<file path="config.mk">
export PLATFORM = sky130hd
export DESIGN_NAME = word_array_flat
export DESIGN_NICKNAME = d
export VERILOG_FILES = /design/src/rtl/word_array_if.sv /design/src/rtl/word_array.sv /design/src/flat_wrapper.sv
export SDC_FILE = /design/constraint.sdc
export NUM_CORES = 1
export LEC_CHECK = 0
export CELL_PAD_IN_SITES_DETAIL_PLACEMENT = 0
export CELL_PAD_IN_SITES_GLOBAL_PLACEMENT = 1
export CORE_UTILIZATION = 30
export CTS_CLUSTER_DIAMETER = 200
export DETAILED_ROUTE_END_ITERATION = 8
export GPL_ROUTABILITY_DRIVEN = 0
export PLACE_DENSITY_LB_ADDON = 0.1
export SLEW_MARGIN = 20
export SYNTH_ARGS = -nofsm -noshare
export SYNTH_HDL_FRONTEND = slang
export SYNTH_SLANG_ARGS = --single-unit
</file>
<file path="constraint.sdc">
create_clock -name clk -period 5.6 [get_ports clk]
set_input_delay 1.68 -clock clk [delete_from_list [all_inputs] [get_ports clk]]
set_output_delay 1.68 -clock clk [all_outputs]
set_load 0.1 [all_outputs]
</file>
<file path="src/rtl/word_array_if.sv">
// Request/response bundle for word_array: request handshake in, registered read response
// and status out.
interface word_array_if #(
  parameter int unsigned WIDTH = 8,
  parameter int unsigned DEPTH = 16
);
  localparam int unsigned AW = $clog2(DEPTH);

  logic             req_valid;
  logic             req_ready;
  logic             op;
  logic [AW-1:0]    addr;
  logic [WIDTH-1:0] wdata;
  logic [WIDTH-1:0] wmask;
  logic             clr;
  logic [WIDTH-1:0] rdata;
  logic             rdata_valid;
  logic             err;
  logic             busy;

  modport master (
    output req_valid, op, addr, wdata, wmask, clr,
    input  req_ready, rdata, rdata_valid, err, busy
  );

  modport slave (
    input  req_valid, op, addr, wdata, wmask, clr,
    output req_ready, rdata, rdata_valid, err, busy
  );
endinterface

</file>
<file path="src/rtl/word_array.sv">
// Register-based word array with bit-masked writes, one-cycle registered reads and a
// sequential clear sweep that runs after reset and on request.
module word_array #(
  parameter int unsigned WIDTH = 8,
  parameter int unsigned DEPTH = 16
) (
  input logic         clk,
  input logic         rst_n,
  word_array_if.slave bus
);
  localparam int unsigned AW = $clog2(DEPTH);
  localparam logic [AW:0] DepthExt = (AW+1)'(DEPTH);

  if ((DEPTH < 2) || (DEPTH > 256)) begin : g_depth_check
    $error("word_array: DEPTH must lie in 2..256");
  end

  typedef enum logic [0:0] {StClear, StIdle} state_e;

  state_e           r_state;
  state_e           w_state_next;
  logic [AW-1:0]    r_clr_idx;
  logic [AW-1:0]    w_clr_idx_next;
  logic [WIDTH-1:0] r_mem [DEPTH];
  logic [WIDTH-1:0] r_rdata;
  logic             r_rdata_valid;
  logic             r_err;

  logic w_req_ready;
  logic w_clr_we;
  logic w_last_idx;
  logic w_in_range;
  logic w_accept;
  logic w_wr_en;
  logic w_rd_en;

  // Addresses are widened by one bit so non-power-of-two depths can be range-checked.
  assign w_in_range = ({1'b0, bus.addr} < DepthExt);
  assign w_last_idx = (r_clr_idx == AW'(DEPTH - 1));

  always_comb begin
    w_state_next   = r_state;
    w_clr_idx_next = r_clr_idx;
    w_req_ready    = 1'b0;
    w_clr_we       = 1'b0;
    unique case (r_state)
      StClear: begin
        // clr is deliberately not looked at here: a sweep in progress always completes.
        w_clr_we = 1'b1;
        if (w_last_idx) begin
          w_state_next   = StIdle;
          w_clr_idx_next = '0;
        end else begin
          w_clr_idx_next = r_clr_idx + AW'(1);
        end
      end
      StIdle: begin
        if (bus.clr) begin
          w_state_next   = StClear;
          w_clr_idx_next = '0;
        end else begin
          w_req_ready = 1'b1;
        end
      end
      default: begin
        w_state_next   = StClear;
        w_clr_idx_next = '0;
      end
    endcase
  end

  assign w_accept = bus.req_valid & w_req_ready;
  assign w_wr_en  = w_accept & bus.op & w_in_range;
  assign w_rd_en  = w_accept & ~bus.op;

  always_ff @(posedge clk or negedge rst_n) begin
    if (!rst_n) begin
      r_state   <= StClear;
      r_clr_idx <= '0;
    end else begin
      r_state   <= w_state_next;
      r_clr_idx <= w_clr_idx_next;
    end
  end

  always_ff @(posedge clk or negedge rst_n) begin
    if (!rst_n) begin
      r_rdata       <= '0;
      r_rdata_valid <= 1'b0;
      r_err         <= 1'b0;
    end else begin
      r_rdata_valid <= w_rd_en;
      r_err         <= w_accept & ~w_in_range;
      if (w_rd_en) begin
        r_rdata <= w_in_range ? r_mem[bus.addr] : '0;
      end
    end
  end

  // Storage carries no reset; the sweep zeroes it once reset is released.
  always_ff @(posedge clk) begin
    if (w_clr_we) begin
      r_mem[r_clr_idx] <= '0;
    end else if (w_wr_en) begin
      r_mem[bus.addr] <= (r_mem[bus.addr] & ~bus.wmask) | (bus.wdata & bus.wmask);
    end
  end

  assign bus.req_ready   = w_req_ready;
  assign bus.busy        = (r_state == StClear);
  assign bus.rdata       = r_rdata;
  assign bus.rdata_valid = r_rdata_valid;
  assign bus.err         = r_err;
endmodule

</file>
<file path="src/flat_wrapper.sv">
// flat-port wrapper written by rule: the top's interface ports become plain ports
module word_array_flat 
#(
  parameter int unsigned WIDTH = 8,
  parameter int unsigned DEPTH = 16
)
  (clk, rst_n, bus_req_valid, bus_op, bus_addr, bus_wdata, bus_wmask, bus_clr, bus_req_ready, bus_rdata, bus_rdata_valid, bus_err, bus_busy);
  word_array_if #(.WIDTH(WIDTH), .DEPTH(DEPTH)) bus_i ();
  input logic clk;
  input logic rst_n;
  input wire logic [$bits(bus_i.req_valid)-1:0] bus_req_valid;
  input wire logic [$bits(bus_i.op)-1:0] bus_op;
  input wire logic [$bits(bus_i.addr)-1:0] bus_addr;
  input wire logic [$bits(bus_i.wdata)-1:0] bus_wdata;
  input wire logic [$bits(bus_i.wmask)-1:0] bus_wmask;
  input wire logic [$bits(bus_i.clr)-1:0] bus_clr;
  output wire logic [$bits(bus_i.req_ready)-1:0] bus_req_ready;
  output wire logic [$bits(bus_i.rdata)-1:0] bus_rdata;
  output wire logic [$bits(bus_i.rdata_valid)-1:0] bus_rdata_valid;
  output wire logic [$bits(bus_i.err)-1:0] bus_err;
  output wire logic [$bits(bus_i.busy)-1:0] bus_busy;
  assign bus_i.req_valid = bus_req_valid;
  assign bus_i.op = bus_op;
  assign bus_i.addr = bus_addr;
  assign bus_i.wdata = bus_wdata;
  assign bus_i.wmask = bus_wmask;
  assign bus_i.clr = bus_clr;
  assign bus_req_ready = bus_i.req_ready;
  assign bus_rdata = bus_i.rdata;
  assign bus_rdata_valid = bus_i.rdata_valid;
  assign bus_err = bus_i.err;
  assign bus_busy = bus_i.busy;
  word_array #(.WIDTH(WIDTH), .DEPTH(DEPTH)) u_core (.clk(clk), .rst_n(rst_n), .bus(bus_i));
endmodule
</file>
==> impl_metrics.json, run 1 <==
{
  "htreeDepth": 4,
  "vias_per_cell": 4.95,
  "grt_start_max_net_pins": 44,
  "cp_num_buf_inv": 3,
  "p_leak_nw": 2.45,
  "start_util": 0.308,
  "layout_min_cycle_time_ps": 4390,
  "syn_avg_cell_area_um2": 18.5,
  "cts_post_setup_buffers_inserted": 0,
  "area_growth_pct": 20.2,
  "power.density_nw_per_um2": 469,
  "path_cells": "clkdlybuf4s50_1 > nand2b_1 > inv_2 > buf_4",
  "netSwitchingPower_w": 0.000984,
  "path_class": "primary input to primary output",
  "r2r_cells": 4,
  "setup_tns_ps": 0,
  "placed_cell_area_um2": 6350,
  "vias": 2977,
  "drc": 0,
  "r2r-end": "u_core.r_mem[13][2]",
  "antenna_found_initial": 0,
  "hold_depth": 1,
  "cpLargestDelayFamily": "buffers and inverters",
  "drv_slew": 0,
  "setup_viol": 0,
  "regToRegSetupSlack_ps": 2970,
  "ir_worst_vdd_uv": 169,
  "dieArea_um2": 19800,
  "routedWlPerCell_um": 22.6,
  "syn_inst": 313,
  "drt-total-wl_um": 13600,
  "clockRootBuffer": "clkbuf_16",
  "intPower_w": 0.00228,
  "post_cts_resized": 0,
  "placed_cells": 570,
  "ys_warn_count": 0,
  "cts_sinks": 142,
  "dp_hpwl_um": 8630,
  "period_share": 0.785,
  "max-slew-margin-rel": 0.330,
  "yosysUniqueCellTypes": 35,
  "clkTransAtPathRegs_ps": 60,
  "worst_pin_slew_ps": 1000,
  "coreArea_um2": 18800,
  "crit_path_top_delay_cell": "clkdlybuf4s50_1",
  "final_cells": 602,
  "clock.fmax_ghz": 0.228,
  "first_pass_iters": 4,
  "insertion_delay_ps": 410,
  "fp.dieW_um": 141,
  "comb_power_share": 0.210,
  "swShare": 0.302,
  "post-route-util": 0.370,
  "cp_max_fo": 4,
  "worstHoldStart": "u_core.bus.rdata[2]",
  "cts_hold_buffers": 0,
  "seq_area_frac_synth": 0.726,
  "rows": 50,
  "min_to": "u_core.bus.rdata[2]",
  "syn_area_um2": 5780,
  "cts_buffer_depth": 2,
  "status": "finished clean",
  "critPathMaxStageDelay_ps": 410,
  "synth-seq-cells": 142,
  "numCtsBuffers": 17,
  "grt_pass1_vias": 3129,
  "stdcell_area_um2": 6940,
  "drv_cap": 0,
  "fin_skew_ps": 6.33,
  "clkPwrFrac": 0.350,
  "final_common_cell": "edfxtp_1",
  "grt_pass1_wl_um": 20200,
  "dieHeight_um": 141,
  "gr-total-overflow": 0,
  "syn_nets": 339,
  "track_usage": 0.147,
  "finalNetCount": 381,
  "ios": 37,
  "cts_tree": "done",
  "drive_above_1_share": 0.242,
  "seqPwrFrac": 0.440,
  "cp.required_ps": 3920,
  "io_buffers": 35,
  "hold_violations": 0,
  "cp-end-kind": "primary output",
  "reg2reg_from": "u_core.r_state",
  "drt_iter0_markers": 176,
  "route.antenna.remaining_nets": 0,
  "num_antenna_cells": 0,
  "final_cell_mix": "edfxtp_1, clkdlybuf4s50_1, mux4_2, mux2_2, nor2_1",
  "startpoint_type": "primary input",
  "rsz0062_at_grt": "false",
  "arrival_ps": 2710,
  "hold_class": "register to register"
}
==> power groups by stage <==
stage                     combinational (W)  sequential (W)  clock, W
final                              0.000686         0.00143   0.00114
after detailed placement           0.000698         0.00145         0
after CTS                          0.000698         0.00143   0.00117
after floorplan                    0.000332         0.00159         0
after global placement             0.000699         0.00145         0
after global routing               0.000731         0.00145   0.00121
==> how the worst max path moves through the flow <==
stage	startpoint	endpoint	slack, ps	cells after the start
after global routing	bus_clr	bus_req_ready	1140	4
after detailed placement	bus_addr[1]	u_core.r_mem[5][2]	1180	6
final	bus_clr	bus_req_ready	1210	4
after CTS	bus_clr	bus_req_ready	1200	4
after global placement	bus_addr[1]	u_core.r_mem[6][2]	1180	6
after floorplan	bus_clr	bus_req_ready	1690	2
==> worst register-to-register path, stage by stage (launching register included) <==
cell     delay [ps]
dfrtp_1         480
and4b_1         740
and3_1          250
a31oi_1          80
nor2_1          700
==> cells by family after synthesis <==
kind of cell | Yosys count | share of synthesized area
flops | 142 | 0.726
mux | 56 | 0.155
compound gates | 48 | 0.0574
simple gates | 41 | 0.0353
buf+inv | 24 | 0.0240
fa+ha+maj | 1 | 0.00216
other cells | 1 | 0.000649
==> routing by layer <==
metal / up-vias / part of all wire / track usage
met2: 86 / 0.46 / 0.224
met1: 1522 / 0.47 / 0.198
met5: - / 0 / 0
li1: 1352 / - / -
met4: 0 / 0.017 / 0.0566
met3: 17 / 0.047 / 0.0421
==> synthesized netlist by cell type, drive strengths merged <==
master    n  share of area
o211a     8          0.014
dfrtp    14          0.061
a32oi     2         0.0030
and4b     1         0.0017
or2       1         0.0011
mux2     24          0.047
buf      11          0.016
a21oi     1        0.00087
edfxtp  128           0.67
mux4     24          0.094
nand2     3         0.0019
a32o      1         0.0017
o22ai    16          0.017
clkbuf    5         0.0032
inv       8         0.0052
a31oi     6         0.0065
nand3     1        0.00087
o21ai    11         0.0095
conb      1        0.00065
mux2i     8          0.014
nor3      2         0.0017
nand2b   10          0.011
ha        1         0.0022
a22o      3         0.0045
nor2     20          0.013
nor3b     2         0.0026
and3      1         0.0011
==> sequential cells by signal (all words and copies together), names as in the netlist <==
signal,flops
u_core.bus.rdata,8
u_core.bus.rdata_valid,1
u_core.r_clr_idx,4
u_core.r_mem,128
u_core.r_state,1
==> metrics by stage <==
step | hold WS (ps) | setup slack, ps | total power [W]
6_report | 505 | 1210 | 0.00326
5_1_grt | 524 | 1140 | 0.00339
3_3_place_gp | 494 | 1180 | 0.00215
3_5_place_dp | 498 | 1180 | 0.00215
4_1_cts | 512 | 1200 | 0.00330
2_1_floorplan | 531 | 1690 | 0.00192
==> final cells by class <==
class / count / area (µm²)
well taps: 234 / 293
clock buffers: 18 / 429
flip-flops and latches: 142 / 4190
repair buffers: 39 / 385
multi-input cells: 147 / 1450
clock inverters: 14 / 166
fillers: 1757 / 11800
inverters: 8 / 30.0
(Power assumes the default switching activity.)
==> inputs of run 2 (changes only) <==
==> constraint.sdc (replaced) <==
create_clock -name clk -period 4.2 [get_ports clk]
set_input_delay 1.26 -clock clk [delete_from_list [all_inputs] [get_ports clk]]
set_output_delay 1.26 -clock clk [all_outputs]
set_load 0.1 [all_outputs]
==> impl_metrics.json, run 2 (synthesized netlist as in run 1, its figures left out) <==
{
  "cp_num_buf_inv": 3,
  "gr-total-overflow": 0,
  "drv_cap": 0,
  "hold_depth": 1,
  "dieHeight_um": 141,
  "drt-total-wl_um": 13600,
  "crit_cells": 4,
  "dieArea_um2": 19800,
  "clkTransAtPathRegs_ps": 60,
  "start_util": 0.308,
  "fill_cells": 1730,
  "drive_above_1_share": 0.257,
  "cts_sinks": 142,
  "num_antenna_cells": 0,
  "final_common_cell": "edfxtp_1",
  "cp-end-kind": "primary output",
  "period_share": 0.826,
  "pre_cts_ws_ps": 411,
  "antenna_found_initial": 0,
  "track_usage": 0.149,
  "clockRootBuffer": "clkbuf_16",
  "critPathMaxStageDelay_ps": 410,
  "first_pass_iters": 4,
  "cp_max_fo": 4,
  "drc": 0,
  "final_cell_mix": "edfxtp_1, clkdlybuf4s50_1, mux4_2, mux2_2, nor2_1",
  "whs_ps": 508,
  "setup_viol": 0,
  "fin_skew_ps": 14.6,
  "coreArea_um2": 18800,
  "rsz0062_at_grt": "false",
  "min_to": "u_core.bus.rdata[4]",
  "ir_worst_vdd_uv": 313,
  "status": "finished clean",
  "path_class": "primary input to primary output",
  "regMostFlops": "u_core.r_mem",
  "drv_slew": 0,
  "setup_tns_ps": 0,
  "ios": 37,
  "regToRegSetupSlack_ps": 1730,
  "power.density_nw_per_um2": 625,
  "p_leak_nw": 2.49,
  "hold_class": "register to register",
  "cts_post_setup_buffers_inserted": 0,
  "largest_reg_flops": 128,
  "grt_pass1_wl_um": 20800,
  "cpLargestDelayFamily": "buffers and inverters",
  "path_cells": "clkdlybuf4s50_1 > nand2b_1 > inv_2 > buf_12",
  "final.setup.worst_slack_ps": 729,
  "vias": 3011,
  "rows": 50,
  "routedWlPerCell_um": 22.4,
  "finalNetCount": 389,
  "post_cts_resized": 0,
  "startpoint_type": "primary input",
  "route.antenna.remaining_nets": 0,
  "grt_pass1_vias": 3197,
  "cts_tree": "done",
  "worstHoldStart": "u_core.bus.rdata[4]",
  "area_growth_pct": 21.5,
  "max-slew-margin-rel": 0.338,
  "drt_iter0_markers": 192,
  "numCtsBuffers": 17,
  "crit_path_top_delay_cell": "clkdlybuf4s50_1",
  "cts_buffer_depth": 2,
  "vias_per_cell": 4.95,
  "cts_hold_buffers": 0,
  "hold_violations": 0,
  "worst_pin_slew_ps": 990,
  "reg2reg_from": "u_core.r_state",
  "clock.fmax_ghz": 0.288,
  "htreeDepth": 4,
  "fp.dieW_um": 141,
  "io_buffers": 35,
  "insertion_delay_ps": 430,
  "r2r_cells": 4,
  "arrival_ps": 2210,
  "layout_min_cycle_time_ps": 3470,
  "grt_start_max_net_pins": 17,
  "r2r-end": "u_core.r_mem[15][2]",
  "cp.required_ps": 2940,
  "dp_hpwl_um": 9630
}
[run 2: cell types whose count changed in the layout (fill, tap and decap cells not counted)]
| cell | delta |
|---|---|
| buf_4 | +8 |
| inv_6 | -3 |
| buf_12 | +1 |
| bufinv_16 | +1 |
| clkdlybuf4s50_1 | -1 |
| clkinv_4 | +1 |
| clkinvlp_4 | -1 |
[run 2: layout make-up]
class                      count  area, µm²  share of cell area
tap                          234        293              0.0417
clock buffer                  18        429              0.0611
timing repair buffer          47        455              0.0649
sequential                   142       4190               0.598
inverter                       8       30.0             0.00428
clock inverter                12        171              0.0244
multi-input combinational    147       1450               0.206
[run 2: metal layers]
layer	track usage	share of wire
met1	0.202	0.48
met2	0.232	0.47
met3	0.0421	0.035
met4	0.0481	0.0097
met5	0	0
[run 2: worst max-delay path by stage]
stage,end,slack [ps],start
after floorplan,bus_req_ready,1130,bus_clr
after global placement,u_core.r_mem[15][0],420,bus_addr[0]
after detailed placement,u_core.r_mem[15][0],410,bus_addr[1]
after CTS,bus_req_ready,720,bus_clr
after global routing,bus_req_ready,700,bus_clr
final,bus_req_ready,730,bus_clr
[run 2: worst register-to-register path, stage by stage, from the launching register on]
cell,delay [ps]
dfrtp_1,480
and4b_1,510
and3_1,220
a31oi_1,110
nor2_1,770
[run 2: power breakdown]
part	switching, W	total, W	internal (W)
clock	0.000570	0.00155	0.000982
sequential	0.0000986	0.00191	0.00182
combinational	0.000635	0.000920	0.000285
[run 2: through the flow]
step / utilization / std cells / instance area (µm²) / total power [W]
2_1_floorplan: - / 313 / 5780 / 0.00256
3_3_place_gp: 0.342 / 578 / 6420 / 0.00287
3_5_place_dp: 0.342 / 578 / 6420 / 0.00288
4_1_cts: 0.374 / 608 / 7020 / 0.00443
5_1_grt: 0.374 / 608 / 7020 / 0.00456
6_report: 0.374 / 608 / 7020 / 0.00439
==> inputs of run 3 (changes only) <==
==> constraint.sdc (replaced) <==
create_clock -name clk -period 3.4 [get_ports clk]
set_input_delay 1.02 -clock clk [delete_from_list [all_inputs] [get_ports clk]]
set_output_delay 1.02 -clock clk [all_outputs]
set_load 0.1 [all_outputs]
==> impl_metrics.json, run 3 (synthesized netlist as in run 1, its figures left out) <==
{
  "cts_hold_buffers": 0,
  "hold_depth": 1,
  "drive_above_1_share": 0.308,
  "routedWlPerCell_um": 23.6,
  "largest_reg_flops": 128,
  "critPathLaunch": "bus_clr",
  "finalPower_w": 0.00541,
  "drv_slew": 0,
  "setup_viol": 0,
  "fp.dieW_um": 141,
  "dp_hpwl_um": 9450,
  "path_class": "primary input to primary output",
  "reg2reg_from": "u_core.r_state",
  "setup_tns_ps": 0,
  "clockRootBuffer": "clkbuf_16",
  "regMostFlops": "u_core.r_mem",
  "coreArea_um2": 18800,
  "dieHeight_um": 141,
  "ios": 37,
  "vias": 3079,
  "cts_tree": "done",
  "dieArea_um2": 19800,
  "fill_cells": 1735,
  "area_growth_pct": 24.0,
  "stdcell_area_um2": 7170,
  "gr-total-overflow": 0,
  "p_leak_nw": 2.61,
  "r2r-end": "u_core.r_mem[3][0]",
  "insertion_delay_ps": 410,
  "worstHoldStart": "u_core.bus.rdata[5]",
  "multi_input_area_um2": 1450,
  "drc": 0,
  "cp_num_buf_inv": 3,
  "route.antenna.remaining_nets": 0,
  "clock.fmax_ghz": 0.329,
  "worst_pin_slew_ps": 805,
  "first_pass_iters": 5,
  "min_to": "u_core.bus.rdata[5]",
  "track_usage": 0.160,
  "whs_ps": 505,
  "start_util": 0.308,
  "numCtsBuffers": 17,
  "drv_cap": 0,
  "fin_skew_ps": 8.36,
  "clkTransAtPathRegs_ps": 50,
  "cts_post_setup_buffers_inserted": 0,
  "cp.required_ps": 2380,
  "drt-total-wl_um": 14700,
  "cpLargestDelayFamily": "buffers and inverters",
  "regToRegSetupSlack_ps": 1060,
  "antenna_found_initial": 0,
  "grt_pass1_vias": 3203,
  "post-route-util": 0.382,
  "placed_cell_area_um2": 6590,
  "arrival_ps": 2020,
  "power.density_nw_per_um2": 755,
  "cts_buffer_depth": 2,
  "htreeDepth": 4,
  "final-seq-area_um2": 4190,
  "layout_min_cycle_time_ps": 3040,
  "startpoint_type": "primary input",
  "hold_violations": 0,
  "finalNetCount": 405,
  "rows": 50,
  "final_cell_mix": "edfxtp_1, buf_4, mux4_2, mux2_2, clkdlybuf4s50_1",
  "post_cts_resized": 0,
  "cts_sinks": 142,
  "hold_class": "register to register",
  "crit_path_top_delay_cell": "clkdlybuf4s50_1",
  "drt_iter0_markers": 216,
  "max-slew-margin-rel": 0.461,
  "io_buffers": 35,
  "num_antenna_cells": 0,
  "period_share": 0.894,
  "ir_worst_vdd_uv": 294,
  "r2r_cells": 3,
  "critPathMaxStageDelay_ps": 420,
  "vias_per_cell": 4.93,
  "rsz0062_at_grt": "false",
  "cp_max_fo": 4,
  "status": "finished clean",
  "cp-end-kind": "primary output",
  "grt_pass1_wl_um": 21600,
  "path_cells": "clkdlybuf4s50_1 > nand2b_1 > inv_2 > buf_12",
  "grt_start_max_net_pins": 30,
  "final_common_cell": "edfxtp_1"
}
-- run 3: cell types whose count changed in the layout (fill, tap and decap cells not counted), sizes merged --
cell / before / now
clkdlybuf4s50: 32 / 23
buf: 15 / 40
bufinv: 4 / 3
clkinv: 6 / 9
clkbuf: 18 / 17
clkinvlp: 2 / 1
-- run 3: area by class of cell --
class / count / area share
flip-flops and latches: 142 / 0.585
multi-input cells: 147 / 0.202
repair buffers: 63 / 0.0876
clock buffers: 17 / 0.0594
well taps: 234 / 0.0409
clock inverters: 13 / 0.0209
inverters: 8 / 0.00419
-- run 3: worst reg2reg max path: stages (launching register included) --
cell     delay (ps)
dfrtp_1         500
and4b_1         540
a32oi_1         260
nor2_1          670
-- run 3: per-stage QoR --
stage,cells,setup slack [ps]
after global routing,624,300
after global placement,594,-17.8
after floorplan,313,754
after CTS,624,355
after detailed placement,594,-59.9
final,624,361
-- run 3: worst max-delay path by stage --
stage / endpoint / slack, ps / depth (start not counted)
2_1_floorplan: u_core.r_mem[0][3] / 750 / 6
3_5_place_dp: u_core.r_mem[2][0] / -60 / 6
5_1_grt: u_core.r_mem[2][0] / 300 / 6
4_1_cts: bus_req_ready / 360 / 4
6_report: bus_req_ready / 360 / 4
3_3_place_gp: u_core.r_mem[0][0] / -20 / 6
-- run 3: routing by layer --
| layer | global-route usage | up-vias | part of all wire | routed length (µm) |
|---|---|---|---|---|
| li1 | - | 1393 | - | - |
| met1 | 0.200 | 1597 | 0.44 | 6460 |
| met2 | 0.264 | 78 | 0.49 | 7250 |
| met3 | 0.0571 | 11 | 0.058 | 848 |
| met4 | 0.0435 | 0 | 0.012 | 174 |
| met5 | 0 | - | 0 | 0 |
-- run 3: power breakdown --
group | switching (W) | internal (W)
sequential | 0.000119 | 0.00224
clock | 0.000681 | 0.00113
combinational | 0.000828 | 0.000409
